File: config.mk
export PLATFORM = sky130hd
export DESIGN_NAME = freq_meter
export DESIGN_NICKNAME = d
export VERILOG_FILES = /design/src/rtl/freq_meter_pkg.sv /design/src/rtl/freq_meter_sync_edge.sv /design/src/rtl/freq_meter.sv
export SDC_FILE = /design/constraint.sdc
export NUM_CORES = 1
export LEC_CHECK = 0
export CORE_ASPECT_RATIO = 0.9
export CORE_MARGIN = 2
export CORE_UTILIZATION = 30
export CTS_CLUSTER_SIZE = 10
export DETAILED_ROUTE_END_ITERATION = 10
export PLACE_DENSITY = 0.58
export SLEW_MARGIN = 20
export SYNTH_ARGS = -nofsm -noshare
export SYNTH_HDL_FRONTEND = slang
export SYNTH_HIERARCHICAL = 1
export SYNTH_SLANG_ARGS = --single-unit
File: constraint.sdc
create_clock -name clk_in -period 3.1 [get_ports clk_in]
set_input_delay 0.31 -clock clk_in [delete_from_list [all_inputs] [get_ports clk_in]]
set_output_delay 0.31 -clock clk_in [all_outputs]
set_load 0.02 [all_outputs]
File: src/rtl/freq_meter_pkg.sv
// Shared constants for the frequency meter: FSM state encoding and default sizing.
package freq_meter_pkg;

  localparam logic [0:0] ST_IDLE = 1'b0;
  localparam logic [0:0] ST_GATE = 1'b1;

  // One second at 100 MHz; 28 bits holds any count up to that rate.
  localparam int unsigned DEF_GATE_CYCLES = 100_000_000;
  localparam int unsigned DEF_CNT_W       = 28;

endpackage

File: src/rtl/freq_meter_sync_edge.sv
// Two-flop synchronizer followed by a registered rising-edge detector.
// A 0->1 on async_in yields a one-cycle rise_pulse three clk_in cycles later.
module sync_edge (
  input  logic clk_in,
  input  logic rst,
  input  logic async_in,
  output logic rise_pulse
);

  logic meta_q;
  logic sync_q;
  logic sync_d;

  // NOTE: non-blocking assignments make every flop sample the pre-edge value,
  // so the chain really is three stages deep rather than collapsing into one.
  always_ff @(posedge clk_in or posedge rst) begin
    if (rst) begin
      meta_q     <= 1'b0;
      sync_q     <= 1'b0;
      sync_d     <= 1'b0;
      rise_pulse <= 1'b0;
    end else begin
      meta_q     <= async_in;
      sync_q     <= meta_q;
      sync_d     <= sync_q;
      rise_pulse <= sync_q & ~sync_d;
    end
  end

endmodule

File: src/rtl/freq_meter.sv
// Gated frequency counter: counts rising edges of sig_in over GATE_CYCLES clk_in
// cycles, single-shot on start or back-to-back while cont is high.
module freq_meter
  import freq_meter_pkg::*;
#(
  parameter int unsigned GATE_CYCLES = DEF_GATE_CYCLES,
  parameter int unsigned CNT_W       = DEF_CNT_W
) (
  input  logic             clk_in,
  input  logic             rst,
  input  logic             sig_in,
  input  logic             start,
  input  logic             cont,
  output logic             busy,
  output logic             done,
  output logic [CNT_W-1:0] freq,
  output logic             ovf
);

  localparam int unsigned      GW       = (GATE_CYCLES > 1) ? $clog2(GATE_CYCLES) : 1;
  localparam logic [GW-1:0]    LAST     = GW'(GATE_CYCLES - 1);
  localparam logic [CNT_W-1:0] CNT_MAX  = '1;

  logic             rise_pulse;
  logic [0:0]       state;
  logic [GW-1:0]    gate_cnt;
  logic [CNT_W-1:0] edge_cnt;
  logic [CNT_W-1:0] edge_nxt;
  logic             win_ovf;
  logic             ovf_nxt;
  logic             last_cycle;

  sync_edge u_sync_edge (
    .clk_in     (clk_in),
    .rst        (rst),
    .async_in   (sig_in),
    .rise_pulse (rise_pulse)
  );

  // NOTE: both outputs get a default before the if, so no latch is inferred.
  always_comb begin
    edge_nxt = edge_cnt;
    ovf_nxt  = win_ovf;
    if (rise_pulse) begin
      if (edge_cnt == CNT_MAX) ovf_nxt  = 1'b1;
      else                     edge_nxt = edge_cnt + 1'b1;
    end
  end

  assign last_cycle = (gate_cnt == LAST);
  assign busy       = (state == ST_GATE);

  // edge_nxt already folds in the final cycle's pulse, so the result register
  // captures it directly without an extra cycle of latency.
  always_ff @(posedge clk_in or posedge rst) begin
    if (rst) begin
      state    <= ST_IDLE;
      gate_cnt <= '0;
      edge_cnt <= '0;
      win_ovf  <= 1'b0;
      done     <= 1'b0;
      freq     <= '0;
      ovf      <= 1'b0;
    end else begin
      done <= 1'b0;
      if (state == ST_IDLE) begin
        if (start || cont) begin
          state    <= ST_GATE;
          gate_cnt <= '0;
          edge_cnt <= '0;
          win_ovf  <= 1'b0;
        end
      end else if (last_cycle) begin
        freq     <= edge_nxt;
        ovf      <= ovf_nxt;
        done     <= 1'b1;
        state    <= cont ? ST_GATE : ST_IDLE;
        gate_cnt <= '0;
        edge_cnt <= '0;
        win_ovf  <= 1'b0;
      end else begin
        gate_cnt <= gate_cnt + 1'b1;
        edge_cnt <= edge_nxt;
        win_ovf  <= ovf_nxt;
      end
    end
  end

endmodule

======== Word level (Yosys, flattened, before mapping) ========
Cells that the tools add are included.
word-level totals
  flip-flop bits (word level) ............. 91
  output and inout bits ................... 31
cells by class
  add/subtract/negate cells ............... 2
  equality and inequality tests ........... 2
  mux-type cells .......................... 19
  bitwise operators ....................... 2
  reduce and logical (&&, ||, !) cells .... 3
operator list
  operator               number
  $mux 28                5
  $mux 27                3
  $add 28x1->28 const B  1
  $eq 28x28->1 const B   1
  $add 27x1->27 const B  1
  $eq 27x27->1 const B   1
  $mux 1                 11
  $reduce_and 2->1       1
  $reduce_bool 2->1      1
  $and 1x1->1            1
  $logic_or 1x1->1       1
  $not 1->1              1

======== Depth between registers and ports, before layout ========
  depth after elaboration ................. 5
  mapped depth ............................ 9
  mapped depth without buffers ............ 7

======== Modules after synthesis ========
Netlist, hierarchy kept.
modules (own cells, without submodules)
  module      instances  cells an instance  area an instance (µm²)
  freq_meter  1          515                4689.5
  sync_edge   1          6                  117.6

======== Worst setup path before layout ========
No wires, ideal clock.
  path type ............................... reg-to-reg
  from .................................... register gate_cnt[0]
  to ...................................... register win_ovf
  library setup time ...................... 0.132 ns
  arrival ................................. 1.915 ns
  path slack .............................. 1.053 ns
  cell stages (with the launch flop) ...... 9
  path through ............................ dfrtp_1 > ha_1 > inv_1 > or4_4 > o31a_1 > buf_2 > buf_2 > a21oi_1 > a21oi_1
on the way
  word-level cells in the longest chain between the ends .. 3
ends and longest elaborated chain
  what                    RTL line          text
  start, declared         freq_meter.sv:26  logic [GW-1:0] gate_cnt;
  start signal, assigned  freq_meter.sv:82  gate_cnt <= gate_cnt + 1'b1;
  $eq 27x27->1            freq_meter.sv:50  assign last_cycle = (gate_cnt == LAST);
  $mux 1                  freq_meter.sv:73  end else if (last_cycle) begin
  $mux 1                  freq_meter.sv:66  if (state == ST_IDLE) begin
  end signal, assigned    freq_meter.sv:84  win_ovf <= ovf_nxt;
  end, declared           freq_meter.sv:29  logic win_ovf;
No other way between the ends.
A chain may end at the register's enable or synchronous reset.

======== Final worst setup path ========
  from .................................... register edge_cnt[11]
  to ...................................... register freq[25]
on the way
  word-level cells in the longest chain between the ends .. 3
  elaborated cells between the ends (all ways) .. 4
ends and longest elaborated chain
  what                                           RTL line                            text
  start, declared                                freq_meter.sv:27                    logic [CNT_W-1:0] edge_cnt;
  start signal, assigned                         freq_meter.sv:83                    edge_cnt <= edge_nxt;
  $add 28x1->28 or $eq 28x28->1 (tied branches)  freq_meter.sv:46, freq_meter.sv:45
  $mux 28 (*)                                    freq_meter.sv:45                    if (edge_cnt == CNT_MAX) ovf_nxt = 1'b1;
  $mux 28 (*)                                    freq_meter.sv:44                    if (rise_pulse) begin
  end signal, assigned                           freq_meter.sv:74                    freq <= edge_nxt;
  end, declared                                  freq_meter.sv:16                    output logic [CNT_W-1:0] freq,
Mark *: on every way between the ends. The rest lies on a longest branch, timed or not.

==> implementation parameters <==
Parameter                              Value

Status
  Status ... finished clean

Cells and area
  Filler Cell Count ... 1535
  Share of cells above drive strength 1 ... 9.403%
  Non-filler instance count after layout ... 755
  Commonest cells after routing, fill and taps aside ... 91 x sky130_fd_sc_hd__nand2_1, 91 x sky130_fd_sc_hd__dfrtp_1, 64 x sky130_fd_sc_hd__o21ai_0, 35 x sky130_fd_sc_hd__clkdlybuf4s50_1, 25 x sky130_fd_sc_hd__o21ai_1
  Number of antenna diodes ... 0
  Growth of design area from synthesis to finish ... 17.78%
  Number of nets in the finished design ... 555

Clock network
  Clock slew seen by the registers of the worst setup and hold paths ... 0.07 ns
  Clock tree from TritonCTS ... done
  Clock Sinks ... 91
  Clock buffer count from CTS ... 9
  Number of H-tree levels ... 3
  Insertion delay to the later sink of the worst-skew pair ... roughly 0.35 ns
  Cts-stage hold buffer count ... 0
  Clock root cell ... sky130_fd_sc_hd__clkbuf_16
  Clk buf depth ... 2
  Total of cells resized after clock tree synthesis ... 0
  # Post-CTS Setup Buffers ... 0

Global route
  Total grt overflow ... 0
  Via count of the first global-routing pass ... ~3.7k
  First-pass GRT wire length ... approximately 19 mm
  Total routing usage reported by global routing ... 13.77%
  Antenna violations before repair ... 0
  Pin count of the biggest net entering global routing ... about 40

Synth
  Total number of yosys warnings ... 6
  #FFs+latches synth ... 91
  Top cells by area, synth ... sky130_fd_sc_hd__dfrtp_1 47%, sky130_fd_sc_hd__nand2_1 7.1%, sky130_fd_sc_hd__o21ai_0 6.7%
  Yosys top cell area share ... 47.37%
  Cell accounting for the most synthesized area ... sky130_fd_sc_hd__dfrtp_1
  Portion of the post-synthesis area used by sequential elements ... 47.37%
  Proportion of register bits with asynchronous set or reset after synthesis ... 100.0%
  Total nets after synthesis ... 528
  Post-synthesis average cell area ... 9.227 µm²
  Cell variety after synth ... 61
  Most used flip-flop cell after synthesis ... sky130_fd_sc_hd__dfrtp_1
  EDFF count, synth ... 0
  Post-synthesis instance total ... 521
  Netlist Area Pre-Place ... 4807 µm²

STA
  Setup Total Neg Slack ... 0 ns
  Worst Max-Slew Pin Slew ... ~0.65 ns
  Slew Viols, Final ... 0
  Endpoints failing setup ... 0
  Setup slack after layout ... 0.7338 ns
  Worst slew margin relative to its limit ... ~56%
  Final period utilization ... between 70 and 80%
  Max frequency ... approximately 0.42 GHz
  Final hold slack ... 0.1972 ns
  RSZ-0062 raised after global routing ... false
  Final hold violation count ... 0
  Worst clock skew ... 0.009844 ns
  Min Tclk post-route ... around 2.4 ns

Worst setup path
  Critical path launch point type ... register
  Number of cells on the worst reg-to-reg path ... 6
  CP Data Arrival Time ... 2.58 ns
  Cells along the critical path ... and4_1 -> and4_1 -> nand4_1 -> and2_1 -> nor3_1 -> a21oi_1
  Bufs and invs on worst path ... 0
  Crit path max-delay cell type ... sky130_fd_sc_hd__and4_1
  Largest delay contributor family on the critical path ... simple AND/OR/NAND/NOR gates
  CP most frequent cell ... sky130_fd_sc_hd__and4_1
  Maximum fanout along the worst path ... 9
  Crit. path cell count ... 6
  CP required ... between 3 and 4 ns
  Endpoint type of the worst setup path ... register
  WS Path Type ... register to register
  Worst stage delay on the critical path ... 0.52 ns

Detailed routing
  Router iterations before antenna repair ... 5
  Initial DRC count ... ~280
  Routed via count divided by cell count ... between 5 and 6
  DRC ... 0
  Remaining number of nets flagged by the antenna check after routing ... 0
  Final Routed Wirelength ... 11.08 mm
  Number of vias in the routed layout ... 3929
  Wirelength per Cell ... 14.67 µm

Die
  Vertical extent of the die ... 124.1 µm
  Area of the die ... between 15000 and 20000 µm²
  Initial Util ... 30.92%
  Chip width ... 137.4 µm
  Core footprint ... roughly 16000 µm²
  I/O pin count ... 36
  Row count ... 43

Placement
  Final weighted congestion of routability-driven global placement ... 0.8190
  Number of placed instances, taps included ... 739
  Detailed placer's ending HPWL ... about 7.6 mm
  Post-placement worst setup slack ... 0.7681 ns
  Input/output buffers ... 35

Pwr
  Share of total power in the clock network ... 36.1%
  Net switching component of the power ... between 0.0009 and 0.001 W
  Share of total power in combinational logic ... 13.1%
  Flop pwr share ... 50.8%
  Max rail drop VDD ... 0.0002912 V
  Design internal power ... 0.002143 W
  Leakage ... 2.189 nW
  Power per standard cell area ... 542.1 nW/µm²
  Switching share of power ... 30.19%

Job
  Max-capacitance violation count ... 0

Hold path
  Path class of the lowest-slack min-delay path ... primary input to asynchronous set/reset pin
==> power groups by stage <==
stage               clock, W  sequential (W)  combinational [W]
global route         0.00118         0.00159           0.000468
floorplan                  0         0.00151           0.000344
finish               0.00111         0.00156           0.000401
global placement           0         0.00156           0.000389
CTS                  0.00114         0.00155           0.000406
detailed placement         0         0.00157           0.000405
==> cells by family after synthesis <==
family                     synth area share [%]
xor gates and xnor gates                  4.191
and+or+nand+nor                           21.81
DFF                                       47.37
muxes                                    0.2082
buffers and inverters                     4.138
adders and majority gates                0.5205
AOI/OAI and AO/OA                         21.76
==> stage by stage <==
stage / area (µm²) / utilization [%] / total power, W
2_1_floorplan: 4807 / - / 0.001852
3_5_place_dp: 5366 / 34.51 / 0.001978
3_3_place_gp: 5366 / 34.51 / 0.001952
6_report: 5662 / 36.41 / 0.003069
4_1_cts: 5662 / 36.41 / 0.003096
5_1_grt: 5662 / 36.41 / 0.003234
==> Yosys cell counts, types with 3 or more instances <==
library cell and n:
sky130_fd_sc_hd__and2_1 7, sky130_fd_sc_hd__xor2_1 9, sky130_fd_sc_hd__a21oi_1 22, sky130_fd_sc_hd__o31ai_1 14, sky130_fd_sc_hd__o21ai_1 25, sky130_fd_sc_hd__nor4_2 3
sky130_fd_sc_hd__and4_1 8, sky130_fd_sc_hd__nand2_1 91, sky130_fd_sc_hd__or3_1 4, sky130_fd_sc_hd__nand4_1 13, sky130_fd_sc_hd__o22ai_1 4, sky130_fd_sc_hd__o31a_1 3
sky130_fd_sc_hd__nand3_1 15, sky130_fd_sc_hd__clkbuf_1 14, sky130_fd_sc_hd__nor2_1 22, sky130_fd_sc_hd__a31oi_1 14, sky130_fd_sc_hd__a22o_1 3, sky130_fd_sc_hd__dfrtp_1 91
sky130_fd_sc_hd__nor3_1 3, sky130_fd_sc_hd__o21ai_0 64, sky130_fd_sc_hd__inv_1 12, sky130_fd_sc_hd__o21a_1 3, sky130_fd_sc_hd__buf_2 12, sky130_fd_sc_hd__xnor2_1 14
sky130_fd_sc_hd__and3_1 8
==> path summary, 6_finish.rpt <==
path	endpoint	slack (ns)	start
max in group asynchronous	edge_cnt[12]$_DFFE_PP0P_	2.09	rst
min reg2reg	u_sync_edge/sync_q$_DFF_PP0_	0.35	u_sync_edge/meta_q$_DFF_PP0_
max reg2reg	freq[25]$_DFFE_PP0P_	0.73	edge_cnt[11]$_DFFE_PP0P_
max	freq[25]$_DFFE_PP0P_	0.73	edge_cnt[11]$_DFFE_PP0P_
min	u_sync_edge/sync_q$_DFF_PP0_	0.20	rst
min in group clk_in	u_sync_edge/sync_q$_DFF_PP0_	0.35	u_sync_edge/meta_q$_DFF_PP0_
==> flip-flops by register name (all words and copies together), names as in the netlist <==
signal / count
u_sync_edge/sync_d: 1
gate_cnt: 27
freq: 28
u_sync_edge/sync_q: 1
edge_cnt: 28
u_sync_edge/meta_q: 1
done: 1
ovf: 1
u_sync_edge/rise_pulse: 1
busy: 1
win_ovf: 1
==> area by class of cell <==
class,instances,area (µm²),share of cell area (%)
well taps,202,252.7,4.464
repair buffers,46,445.4,7.867
inverters,13,50.05,0.8840
clock buffers,10,229.0,4.044
multi-input cells,387,2341,41.35
clock inverters,6,66.31,1.171
flip-flops and latches,91,2277,40.22
==> metal layers <==
metal  wire, µm  global-route usage, %  vias to the layer above  part of all wire [%]
li1           -                      -                     1942                     -
met1       5426                  19.40                     1913                    49
met2       5076                  21.42                       62                    46
met3        461                  3.134                       12                   4.2
met4        110                  3.415                        0                  0.99
met5          0                      0                        -                     0
==> worst reg2reg max path, stage by stage, from the launching register on <==
cell	delay, ns
sky130_fd_sc_hd__dfrtp_1	0.49
sky130_fd_sc_hd__and4_1	0.35
sky130_fd_sc_hd__and4_1	0.52
sky130_fd_sc_hd__nand4_1	0.23
sky130_fd_sc_hd__and2_1	0.22
sky130_fd_sc_hd__nor3_1	0.31
sky130_fd_sc_hd__a21oi_1	0.12
No activity file was read; power rests on OpenSTA's default activity.
